`config.mk`:
```
export PLATFORM = sky130hd
export DESIGN_NAME = deser400_phcal
export DESIGN_NICKNAME = d
export VERILOG_FILES = /design/src/rtl/deser400_pkg.sv /design/src/rtl/deser400_phcal_score.sv /design/src/rtl/deser400_phcal.sv
export SDC_FILE = /design/constraint.sdc
export NUM_CORES = 1
export LEC_CHECK = 0
export CORE_MARGIN = 3
export CORE_UTILIZATION = 50
export CTS_BUF_LIST = sky130_fd_sc_hd__clkbuf_4
export CTS_CLUSTER_SIZE = 30
export DETAILED_ROUTE_END_ITERATION = 7
export PLACE_DENSITY_LB_ADDON = 0.08
export SLEW_MARGIN = 20
export SYNTH_ARGS = -nofsm -noshare
export SYNTH_HDL_FRONTEND = slang
export SYNTH_HIERARCHICAL = 1
export SYNTH_SLANG_ARGS = --single-unit
```
`constraint.sdc`:
```
create_clock -name clk -period 8.8 [get_ports clk]
set_input_delay 0.88 -clock clk [delete_from_list [all_inputs] [get_ports clk]]
set_output_delay 0.88 -clock clk [all_outputs]
set_load 0.02 [all_outputs]
```
`src/rtl/deser400_pkg.sv`:
```
// deser400_pkg: shared types and sizes for the deser400 phase calibrator
package deser400_pkg;
  localparam int NUM_CH = 4;
  localparam int NUM_PH = 8;
  localparam int SCORE_W = 8;
  localparam int WIN_W = 10;
  typedef enum logic [2:0] {S_IDLE, S_SET, S_SETTLE, S_SAMPLE, S_EVAL, S_APPLY, S_DONE} state_e;
endpackage

```
`src/rtl/deser400_phcal_score.sv`:
```
// deser400_phcal_score: per-channel xorsum store with circular 3-tap window minimum search
module deser400_phcal_score
  import deser400_pkg::*;
(
  input  logic               clk,
  input  logic               rst_n,
  input  logic               we,
  input  logic [2:0]         waddr,
  input  logic [SCORE_W-1:0] wdata,
  input  logic               ev_en,
  input  logic               ev_first,
  input  logic [2:0]         ev_idx,
  output logic [2:0]         best,
  output logic               anydata
);
  logic [SCORE_W-1:0] mem_q [NUM_PH];
  logic [WIN_W-1:0]   min_q, win;
  logic [2:0]         best_q, prv, nxt;
  logic               any_q;
  assign prv = ev_idx - 3'd1;
  assign nxt = ev_idx + 3'd1;
  assign win = WIN_W'(mem_q[prv]) + WIN_W'(mem_q[ev_idx]) + WIN_W'(mem_q[nxt]);
  assign best = best_q;
  assign anydata = any_q;
  always_ff @(posedge clk) begin
    if (we) mem_q[waddr] <= wdata;
  end
  // strict less-than keeps the lowest index on ties
  always_ff @(posedge clk or negedge rst_n) begin
    if (!rst_n) begin
      min_q  <= '0;
      best_q <= '0;
      any_q  <= 1'b0;
    end else if (ev_en) begin
      if (ev_first || win < min_q) begin
        min_q  <= win;
        best_q <= ev_idx;
      end
      any_q <= (any_q & ~ev_first) | (|mem_q[ev_idx]);
    end
  end
endmodule

```
`src/rtl/deser400_phcal.sv`:
```
// deser400_phcal: sweeps phases 0..7 on four channels, picks the quietest window, writes it back
module deser400_phcal
  import deser400_pkg::*;
#(
  parameter int SETTLE_CYCLES = 1024,
  parameter int SETTLE_W = 11
) (
  input  logic        clk,
  input  logic        reset_n,
  input  logic        start,
  input  logic        abort,
  input  logic [3:0]  ch_mask,
  input  logic [7:0]  xorsum_I,
  input  logic [7:0]  xorsum_II,
  input  logic [7:0]  xorsum_III,
  input  logic [7:0]  xorsum_IV,
  output logic        phwrite_I,
  output logic        phwrite_II,
  output logic        phwrite_III,
  output logic        phwrite_IV,
  output logic [2:0]  phdata,
  output logic        phenable_I,
  output logic        phenable_II,
  output logic        phenable_III,
  output logic        phenable_IV,
  output logic        busy,
  output logic        done,
  output logic [3:0]  nodata,
  output logic [11:0] best_phase
);
  state_e              state_q;
  logic [2:0]          idx_q;
  logic [SETTLE_W-1:0] cnt_q;
  logic [3:0]          mask_q, nodata_q, anyd, phwrite, phenable;
  logic [11:0]         best_q;
  logic [2:0]          best [NUM_CH];
  logic [7:0]          xs [NUM_CH];
  logic [1:0]          slot;
  logic                app_wr;
  assign xs[0] = xorsum_I;
  assign xs[1] = xorsum_II;
  assign xs[2] = xorsum_III;
  assign xs[3] = xorsum_IV;
  // idx_q is the sweep phase, then the eval index, then the apply slot
  assign slot = idx_q[1:0];
  assign app_wr = state_q == S_APPLY && mask_q[slot] && anyd[slot];
  assign phenable = (state_q inside {S_SET, S_SETTLE, S_SAMPLE}) ? mask_q : 4'b0000;
  assign phwrite = state_q == S_SET ? mask_q : (app_wr ? 4'b0001 << slot : 4'b0000);
  assign phdata = state_q == S_SET ? idx_q : (app_wr ? best[slot] : 3'd0);
  assign {phwrite_IV, phwrite_III, phwrite_II, phwrite_I} = phwrite;
  assign {phenable_IV, phenable_III, phenable_II, phenable_I} = phenable;
  assign busy = state_q != S_IDLE;
  assign done = state_q == S_DONE;
  assign nodata = nodata_q;
  assign best_phase = best_q;
  for (genvar i = 0; i < NUM_CH; i++) begin : g_ch
    deser400_phcal_score u_score (
      .clk      (clk),
      .rst_n    (reset_n),
      .we       (state_q == S_SAMPLE && mask_q[i]),
      .waddr    (idx_q),
      .wdata    (xs[i]),
      .ev_en    (state_q == S_EVAL),
      .ev_first (idx_q == 3'd0),
      .ev_idx   (idx_q),
      .best     (best[i]),
      .anydata  (anyd[i])
    );
  end
  always_ff @(posedge clk or negedge reset_n) begin
    if (!reset_n) begin
      state_q  <= S_IDLE;
      idx_q    <= '0;
      cnt_q    <= '0;
      mask_q   <= '0;
      nodata_q <= '0;
      best_q   <= '0;
    end else if (abort) begin
      state_q <= S_IDLE;
    end else begin
      case (state_q)
        S_IDLE: if (start) begin
          mask_q <= ch_mask;
          idx_q  <= '0;
          if (ch_mask != 4'd0) begin
            nodata_q <= '0;
            state_q  <= S_SET;
          end else state_q <= S_DONE;
        end
        S_SET: begin
          cnt_q   <= '0;
          state_q <= S_SETTLE;
        end
        S_SETTLE: if (cnt_q == SETTLE_W'(SETTLE_CYCLES - 1)) state_q <= S_SAMPLE;
                  else cnt_q <= cnt_q + 1'b1;
        S_SAMPLE: begin
          idx_q   <= idx_q + 3'd1;
          state_q <= idx_q == 3'd7 ? S_EVAL : S_SET;
        end
        S_EVAL: begin
          idx_q <= idx_q + 3'd1;
          if (idx_q == 3'd7) state_q <= S_APPLY;
        end
        S_APPLY: begin
          if (idx_q == 3'd0) nodata_q <= mask_q & ~anyd;
          if (app_wr) best_q[3*slot +: 3] <= best[slot];
          idx_q <= idx_q + 3'd1;
          if (idx_q == 3'd3) state_q <= S_DONE;
        end
        S_DONE: state_q <= S_IDLE;
        default: state_q <= S_IDLE;
      endcase
    end
  end
endmodule

```
### Yosys cells after proc, flatten, opt, wreduce, memory -nomap -nowiden

Memories as Yosys holds them, arrays and structs flattened.
Cells that the tools add are included.

| word-level totals | value |
|---|---|
| register bits after elaboration | 93 |
| RAM bits | 256 |
| bits of input ports | 40 |
| memories kept | 4 |

| cells by class | value |
|---|---|
| add/subtract/negate cells | 12 |
| multiply operators | 1 |
| $lt $le $gt $ge | 6 |
| equal/unequal tests | 17 |
| shifts and indexed selects | 3 |
| muxes and demuxes | 37 |
| bitwise operators | 13 |
| reduce and logical (&&, ||, !) cells | 33 |

Memory list:

| name | words | width | rd ports | clocked after memory_dff | wr ports | line | text |
|---|---|---|---|---|---|---|---|
| g_ch[0].u_score.mem_q | 8 | 8 | 3 | 0 | 1 | deser400_phcal_score.sv:16 | `logic [SCORE_W-1:0] mem_q [NUM_PH];` |
| g_ch[1].u_score.mem_q | 8 | 8 | 3 | 0 | 1 | deser400_phcal_score.sv:16 |  |
| g_ch[2].u_score.mem_q | 8 | 8 | 3 | 0 | 1 | deser400_phcal_score.sv:16 |  |
| g_ch[3].u_score.mem_q | 8 | 8 | 3 | 0 | 1 | deser400_phcal_score.sv:16 |  |

Operators by type and width:

| cell | count |
|---|---|
| $add A10 B8 Y10 | 4 |
| $lt A10 B10 Y1 | 4 |
| $add A8 B8 Y9 | 4 |
| $mux W3 | 12 |
| $neg A4 Y34 | 1 |
| $shift A3 B34 Y12 const A | 1 |
| $shiftx A3 B34 Y12 | 1 |
| $reduce_or A8 Y1 | 4 |
| $mux W4 | 6 |
| $pmux W11 S2 | 1 |
| $pmux W3 S6 | 1 |
| $bwmux W12 | 1 |
| $eq A3 B3 Y1 const B | 4 |
| $reduce_and A3 Y1 | 4 |
| $add A11 B1 Y11 const B | 1 |
| $eq A11 B10 Y1 const B | 1 |
| $mux W11 | 1 |
| $mux W1 | 10 |
| $eq A3 B2 Y1 const B | 3 |
| $pmux W4 S2 | 1 |
| $reduce_and A2 Y1 | 4 |
| $bmux W3 S2 | 1 |
| $logic_and A1 B1 Y1 | 6 |
| $logic_not A3 Y1 | 2 |
| 26 further kinds | 44 |

### Depth between registers and ports, before layout

Gate-level depths: netlist of the first run.
An unclocked memory read counts as a cell.

| logic depth | value |
|---|---|
| word-level depth | 7 |
| gate-level depth with buffers | 22 |

### Hierarchy

Netlist of the first run, hierarchy kept.

By module, submodules not included:

| module | times used | cells an instance | area each (um^2) | sequential area each (um^2) |
|---|---|---|---|---|
| deser400_phcal_score (g_ch[2].u_score) | 1 | 316 | 4723.3 | 2272.2 |
| deser400_phcal_score (g_ch[3].u_score) | 1 | 324 | 4715.8 | 2272.2 |
| deser400_phcal_score (g_ch[1].u_score) | 1 | 325 | 4697.0 | 2272.2 |
| deser400_phcal_score (g_ch[0].u_score) | 1 | 327 | 4692.0 | 2272.2 |
| deser400_phcal | 1 | 245 | 2392.3 | 925.9 |

### Worst setup path before layout of the first run

Ideal clock, no wire load.

| path | value |
|---|---|
| kind | reg2reg |
| from | register idx_q[1] |
| to | register g_ch[0].u_score.best_q[0] |
| setup time | 0.125 ns |
| arrival | 5.975 ns |
| setup slack | 2.700 ns |
| cell stages (with the launch flop) | 21 |
| buffers on the path | 4 |
| period minus slack after synthesis | 6.100 ns |
| cell sequence | dfrtp_1 > buf_2 > inv_1 > ha_1 > buf_1 > clkbuf_1 > mux4_2 > fa_1 > ha_1 > fa_1 > a21oi_1 > o21ai_0 > nor4_1 > a211oi_1 > ha_1 > a21oi_1 > o21a_1 > o21ai_0 > a21oi_1 > buf_4 > mux2_2 |

| on the way | value |
|---|---|
| cells in the longest elaborated chain, start to end | 7 |
| elaborated cells on any way between the ends | 9 |

RTL lines:

| item | line | text |
|---|---|---|
| from (decl) | deser400_phcal.sv:32 | `logic [2:0] idx_q;` |
| from (signal assigned) | deser400_phcal.sv:97 | `idx_q <= idx_q + 3'd1;` |
| from (signal assigned) | deser400_phcal.sv:101 | `idx_q <= idx_q + 3'd1;` |
| from (signal assigned) | deser400_phcal.sv:107 | `idx_q <= idx_q + 3'd1;` |
| $sub A3 B1 Y3 | deser400_phcal_score.sv:20 | `assign prv = ev_idx - 3'd1;` |
| $mem_v2 Z8 W8 (*) | n/a |  |
| $add A8 B8 Y9 | deser400_phcal_score.sv:22 | `assign win = WIN_W'(mem_q[prv]) + WIN_W'(mem_q[ev_idx]) + WIN_W'(mem_q[nxt]);` |
| $add A10 B8 Y10 (*) | deser400_phcal_score.sv:22 |  |
| via g_ch[0].u_score.win[9] | deser400_phcal_score.sv:17 | `logic [WIN_W-1:0] min_q, win;` |
| $lt A10 B10 Y1 (*) | deser400_phcal_score.sv:35 | `if (ev_first \|\| win < min_q) begin` |
| $logic_or A1 B1 Y1 (*) | deser400_phcal_score.sv:35 |  |
| $reduce_and A2 Y1 (no source line) (*) | n/a |  |
| to (signal assigned) | deser400_phcal_score.sv:37 | `best_q <= ev_idx;` |
| to (decl) | deser400_phcal_score.sv:18 | `logic [2:0] best_q, prv, nxt;` |

The timed path passes the listed nets; every way through them passes the cells marked *.
A chain may end at the register's enable or synchronous reset.

### Worst setup path in the final report of the first run

| path | value |
|---|---|
| from | register idx_q[0] |
| to | register g_ch[2].u_score.min_q[8] |

| on the way | value |
|---|---|
| cells in the longest elaborated chain, start to end | 7 |
| elaborated cells on any way between the ends | 9 |

RTL lines:

| item | line | text |
|---|---|---|
| $sub A3 B1 Y3 | deser400_phcal_score.sv:20 |  |
| $mem_v2 Z8 W8 (*) | n/a |  |
| $add A8 B8 Y9 | deser400_phcal_score.sv:22 |  |
| $add A10 B8 Y10 (*) | deser400_phcal_score.sv:22 |  |
| via g_ch[2].u_score.win[9] | deser400_phcal_score.sv:17 |  |
| $lt A10 B10 Y1 (*) | deser400_phcal_score.sv:35 |  |
| $logic_or A1 B1 Y1 (*) | deser400_phcal_score.sv:35 |  |
| $reduce_and A2 Y1 (no source line) (*) | n/a |  |
| to (signal assigned) | deser400_phcal_score.sv:36 | `min_q <= win;` |
| to (decl) | deser400_phcal_score.sv:17 |  |

Marked as above.

==> results of run 1 <==
[metrics by stage]
step / hold slack (ps) / utilization / area [um^2]
floorplan: 464 / - / 21200
CTS: 51.2 / 0.570 / 23600
finish: 108 / 0.570 / 23600
detailed placement: 494 / 0.542 / 22400
global placement: 490 / 0.542 / 22400
global route: 83.2 / 0.570 / 23600
[report_power, final]
group / switching (mW) / internal [mW] / leakage (nW)
logic: 3.20 / 2.87 / 4.36
registers: 0.138 / 1.87 / 3.48
clock network: 0.679 / 0.739 / 0.696
[sequential cells by signal (all words and copies together), names as in the netlist]
register and flops:
cnt_q 11, best_phase 12, g_ch.u_score/anydata 4, mask_q 4
g_ch.u_score/best 12, g_ch.u_score/min_q 40, g_ch.u_score/mem_q 256, nodata 4
idx_q 3, state_q 3
[layout make-up]
class | count | area (um^2)
clock inverter | 38 | 215
sequential | 349 | 10000
clock buffer | 129 | 968
tap | 532 | 666
inverter | 100 | 375
antenna | 1 | 2.50
fill | 3411 | 17800
timing repair buffer | 86 | 813
multi-input combinational | 1028 | 10500
[path summary, 6_finish.rpt]
kind	slack, ps	cells after the start	endpoint
worst max-delay path	1900	19	g_ch[2].u_score/min_q[8]$_DFFE_PN0P_
worst min-delay path	110	1	g_ch[0].u_score/min_q[2]$_DFFE_PN0P_
worst max register to register	1900	19	g_ch[2].u_score/min_q[8]$_DFFE_PN0P_
worst min register to register	510	1	g_ch[1].u_score/min_q[5]$_DFFE_PN0P_
max in group asynchronous	7470	2	idx_q[1]$_DFFE_PN0P_
min in group clk	510	1	g_ch[1].u_score/min_q[5]$_DFFE_PN0P_
[layer usage]
layer | part of all wire | wire length [um] | global-route usage
met1 | 0.45 | 23400 | 0.337
met2 | 0.47 | 24400 | 0.371
met5 | 0 | 0 | 0
met3 | 0.063 | 3300 | 0.0480
met4 | 0.024 | 1260 | 0.0769
[layout by cell type (no fill, tap or decap), types with 9 or more instances in the layout]
master,count
o21ai_0,29
buf_4,19
mux2i_1,77
or4_1,19
nand2_1,99
o211ai_1,9
a211oi_1,10
ha_1,82
dfrtp_1,90
xnor2_1,13
clkdlybuf4s50_1,67
edfxtp_1,256
nor2_1,67
a21oi_1,39
or3_1,10
nand2b_1,28
clkinv_1,24
inv_1,96
a31oi_1,10
fa_1,36
nand3_1,16
nor3_1,26
nor4_1,45
a21o_1,13
mux2_2,141
clkbuf_4,129
mux4_2,126
a22o_1,9
[kinds of logic (layout without fill, tap and decap cells)]
kind of cell,Yosys count,after routing
XOR/XNOR,29,29
adder cells (fa/ha/maj),118,118
AND/OR/NAND/NOR,373,373
other,0,1
AO/OA/AOI/OAI,156,156
flip-flops,349,349
buffers and inverters,160,353
multiplexers,352,352
[worst max-delay path: stages (launching register included)]
cell      delay [ps]
dfrtp_4          930
buf_4            730
inv_1            150
ha_1             310
xor2_4           390
mux4_2           580
fa_1             550
inv_1             50
ha_1             220
fa_1             400
a21oi_1          260
o21ai_0          190
nor4_1           200
a211oi_1         100
ha_1             310
a21oi_1          150
o21a_1           120
o21ai_0           90
a21oi_2          580
mux2_2           410
==> run metrics, run 1 <==
ys async rst share 0.266; GRT Util Overall 0.237; Synth area leaders edfxtp_1, mux4_2, dfrtp_1, mux2_2, ha_1; Post-CTS Resized 0; Initial Utilization 0.513; Core ar. 0.0414 mm^2; wire per inst 23.1 um; dominant cell type by area after synthesis edfxtp_1; buffers added on ports 68; largest family of logic cells by synthesized area multiplexers; Synth Area in Compound Gates 0.0481; minimum clock period after layout 6900 ps; synth cell count leaders edfxtp_1, mux2_2, mux4_2; hpwl dp 37.6 mm; Primary FF master, synth edfxtp_1; die area 0.0449 mm^2; Leak Pwr 8.53 nW; mean cell area of the mapped netlist 13.8 um^2; Setup WS pre-CTS 2020 ps; Synth Net Count 1,695; Setup-failing EPs final 0; H-tree lvl count 3; WS Path Type reg -> reg; maximum clock frequency 145 MHz; via count 13.9k; final net count 1,816; Chip Height 212 um; Setup TNS 0 ps; area delta synth->final 11.3%; Slew Viols, Final 0; overall routed net length 52.4 mm; antenna-violating nets left 0; Top Ports 69; post-synthesis sequential area ratio 0.472; Startpoint Class flip-flop; num rows 74; synthesized cell area 0.0212 mm^2; Synth cell types 70; Residual DRC 0; Least-Margin Pin Slew 1110 ps; top-count cell post-synth edfxtp_1; post-synthesis xor/xnor area fraction 0.0175; Die W 212 um; Skew-Pair Late Insertion Delay 810 ps; CTS tree yes; CP arrival 7560 ps; CTS buffer count 93; PwrDens 402 mW/mm^2; Sink Count 349; first-pass GRT wire length 81.6 mm; Min-Delay Path Class in -> async; Root Buffer clkbuf_4; initial antenna violation count 1; pin count of the biggest net entering global routing 61; final period utilization 0.784; Post-synth EDFFs 256; placed insts 2,095; max_slew headroom 0.258; total count of hold-check failures in the final report 0; Synth Area in Simple Gates 0.0959; Clock Skew 58.1 ps; R2R Path Start idx_q[0]$_DFFE_PN0P_; CP Max Fanout 60; Worst-path clk slew 70 ps; DRT Pass-1 Iters 5; layout cells sized above 1 0.269; setup bufs post-CTS 0; remaining global-route overflow 0; CP Launch Point idx_q[0]$_DFFE_PN0P_; fin cells 2,263; Via density 6.14; Worst Path Required 9460 ps; vias in the first global route 14.2k; fraction of the mapped netlist area in adder cells 0.0823; status complete, no violations; number of synthesized register bits 349; Synthesis Warnings 6; unrepaired setup endpoints after global routing false; clock buffer depth 3; mux share of post-synthesis cell area 0.252; endpoint class of the critical path flip-flop; Detailed Route Iter0 Violations 1,153; Overall Power 9.49 mW; max-cap viol count 0; GPL Wtd Cong 0.860; share of the synthesized area in the top cell type 0.362; Mapped Cells 1,537; final worst slack 1900 ps; cts hold-fix bufs 0; worst vdd ir 0.220 mV
(Power assumes the default switching activity.)
==> run 2: changes to the inputs <==
Clock period 8.8 ns to 5.8 ns, I/O delays scaled along.
==> run 2 against run 1 <==
Critical endpoint is now g_ch[0].u_score/min_q[1]$_DFFE_PN0P_; clock power rose by 45%; register-to-register slack lost 1600 ps; non-clock buffer count up 29.
==> run metrics, run 2 (synthesis gave the netlist of run 1 again) <==
Sink Count 349 (unchanged); Skew-Pair Late Insertion Delay 840 ps (was 810 ps); antenna-violating nets left 0 (unchanged); most frequent cells in the layout edfxtp_1, mux2_2, clkbuf_4 (unchanged); overall routed net length 52.8 mm (was 52.4 mm); GR Util met2 0.375 (was 0.371); DRT Pass-1 Iters 5 (unchanged); total count of hold-check failures in the final report 0 (unchanged); Clock Skew 33.7 ps (was 58.1 ps); pin count of the biggest net entering global routing 62 (was 61); die area 0.0449 mm^2 (unchanged); Largest regs g_ch.u_score/mem_q x256, g_ch.u_score/min_q x40 (unchanged); status complete, no violations (unchanged); Top Ports 69 (unchanged); Core ar. 0.0414 mm^2 (unchanged); Slew Viols, Final 0 (unchanged); max reg flops 256 (unchanged); Fillers 3,346 (was 3,411); CTS tree yes (unchanged); Top reg by flops g_ch.u_score/mem_q (unchanged); Detailed Route Iter0 Violations 1,163 (was 1,153); area of placed instances 0.0226 mm^2 (was 0.0224 mm^2); Startpoint Class flip-flop (unchanged); endpoint class of the critical path flip-flop (unchanged); Worst-path clk slew 60 ps (was 70 ps); buffers added on ports 68 (unchanged); placed insts 2,122 (was 2,095); design area 0.0238 mm^2 (was 0.0236 mm^2); worst vdd ir 0.375 mV (was 0.220 mV); max-cap viol count 0 (unchanged); Root Buffer clkbuf_4 (unchanged); GPL Wtd Cong 0.884 (was 0.860); first-pass GRT wire length 82.9 mm (was 81.6 mm); WS Path Type reg -> reg (unchanged); Via density 6.12 (was 6.14); maximum clock frequency 182 MHz (was 145 MHz); hpwl dp 38.6 mm (was 37.6 mm); Worst Path Required 6490 ps (was 9460 ps); final net count 1,845 (was 1,816); CP arrival 6190 ps (was 7560 ps); Setup TNS 0 ps (unchanged); layout cells sized above 1 0.281 (was 0.269); max_slew headroom 0.242 (was 0.258); remaining global-route overflow 0 (unchanged); Initial Utilization 0.513 (unchanged); Leak Pwr 8.64 nW (was 8.53 nW); Setup-failing EPs final 0 (unchanged); final period utilization 0.947 (was 0.784); H-tree lvl count 3 (unchanged); initial antenna violation count 2 (was 1); CTS buffer count 93 (unchanged); wire per inst 23.1 um (about the same); Die W 212 um (unchanged); GRT Util Overall 0.240 (was 0.237); Min-Delay Path Class in -> async (unchanged); CP Max Fanout 17 (was 60); M3 GR Usage 0.0468 (was 0.0480); Chip Height 212 um (unchanged); fin cells 2,287 (was 2,263); Least-Margin Pin Slew 1130 ps (was 1110 ps); most crowded layer after global routing met2 (unchanged); minimum clock period after layout 5490 ps (was 6900 ps); grt met1 use 0.346 (was 0.337); clock buffer depth 3 (unchanged); Residual DRC 0 (unchanged); num rows 74 (unchanged); vias in the first global route 14.3k (was 14.2k); PwrDens 604 mW/mm^2 (was 402 mW/mm^2); area delta synth->final 12.2% (was 11.3%); most common cell after layout, fill and taps aside edfxtp_1 (unchanged); unrepaired setup endpoints after global routing false (unchanged); via count 14.0k (was 13.9k)
run 2: changes by cell type in the layout (fill, tap and decap cells not counted), sizes merged:
cell	delta
buf	+28
diode	+5
clkinv	-11
clkinvlp	+1
clkbuf	+3
dlygate4sd3	+1
inv	-1
bufinv	-2
run 2: where the power goes:
group          total [mW]  switching (mW)  leakage [nW]  internal, mW
clock network        2.06            1.01         0.651          1.04
registers            3.00           0.154          3.48          2.85
logic                9.32            4.91          4.51          4.42
total                14.4            6.08          8.64          8.30
run 2: worst paths after layout:
path | from | end | slack, ps | cells past startpoint
max | idx_q[1]$_DFFE_PN0P_ | g_ch[0].u_score/min_q[1]$_DFFE_PN0P_ | 310 | 19
min | reset_n | g_ch[0].u_score/min_q[1]$_DFFE_PN0P_ | 400 | 2
max reg2reg | idx_q[1]$_DFFE_PN0P_ | g_ch[0].u_score/min_q[1]$_DFFE_PN0P_ | 310 | 19
min reg2reg | g_ch[3].u_score/min_q[4]$_DFFE_PN0P_ | g_ch[3].u_score/min_q[4]$_DFFE_PN0P_ | 510 | 1
max in group asynchronous | reset_n | idx_q[0]$_DFFE_PN0P_ | 4350 | 3
min in group clk | xorsum_II[0] | g_ch[1].u_score/mem_q[5][0]$_DFFE_PP_ | 490 | 1
run 2: timing repair:
item / in CTS / in global routing
hold buffers: 1 / 0
endpoints found under the setup margin: 0 / 11
resized for setup: 0 / 3
hold endpoints to repair: 60 / 0
buffers inserted: 0 / 1
run 2: per-stage QoR:
stage               worst slack (ps)   util  hold slack (ps)  total power [mW]
floorplan                       14.8      -              284              10.3
global placement                 327  0.547              488              12.1
detailed placement               257  0.547              496              12.3
CTS                              248  0.574              360              14.5
global route                    24.9  0.575              403              15.9
finish                           305  0.575              402              14.4
run 2: worst max-delay path, cell delays in order (launching register included):
cell and delay, ps:
dfrtp_4 600, inv_1 230, ha_2 270, xor2_4 280, mux4_2 560, fa_1 490, inv_1 40, ha_1 230
fa_1 430, a21oi_1 250, o21ai_0 180, nor4_1 230, a211oi_1 120, ha_1 310, a21oi_1 160, o21a_1 130
o21ai_0 60, a21oi_1 200, buf_4 240, mux2_2 360
run 2: layout make-up:
cell class                      instances  area [um^2]  share of cell area
Clock inverter                         25          121             0.00510
Sequential cell                       349        10000               0.421
Multi-Input combinational cell       1028        10600               0.444
Inverter                              100          375              0.0158
Antenna cell                            6         15.0            0.000631
Timing Repair Buffer                  115         1050              0.0441
Tap cell                              532          666              0.0280
Clock buffer                          132          991              0.0416
run 2: per-layer routing:
| layer | vias to the layer above | part of all wire |
|---|---|---|
| met3 | 81 | 0.060 |
| met4 | 0 | 0.021 |
| met1 | 7077 | 0.45 |
| met5 | - | 0 |
| met2 | 482 | 0.47 |
| li1 | 6357 | - |
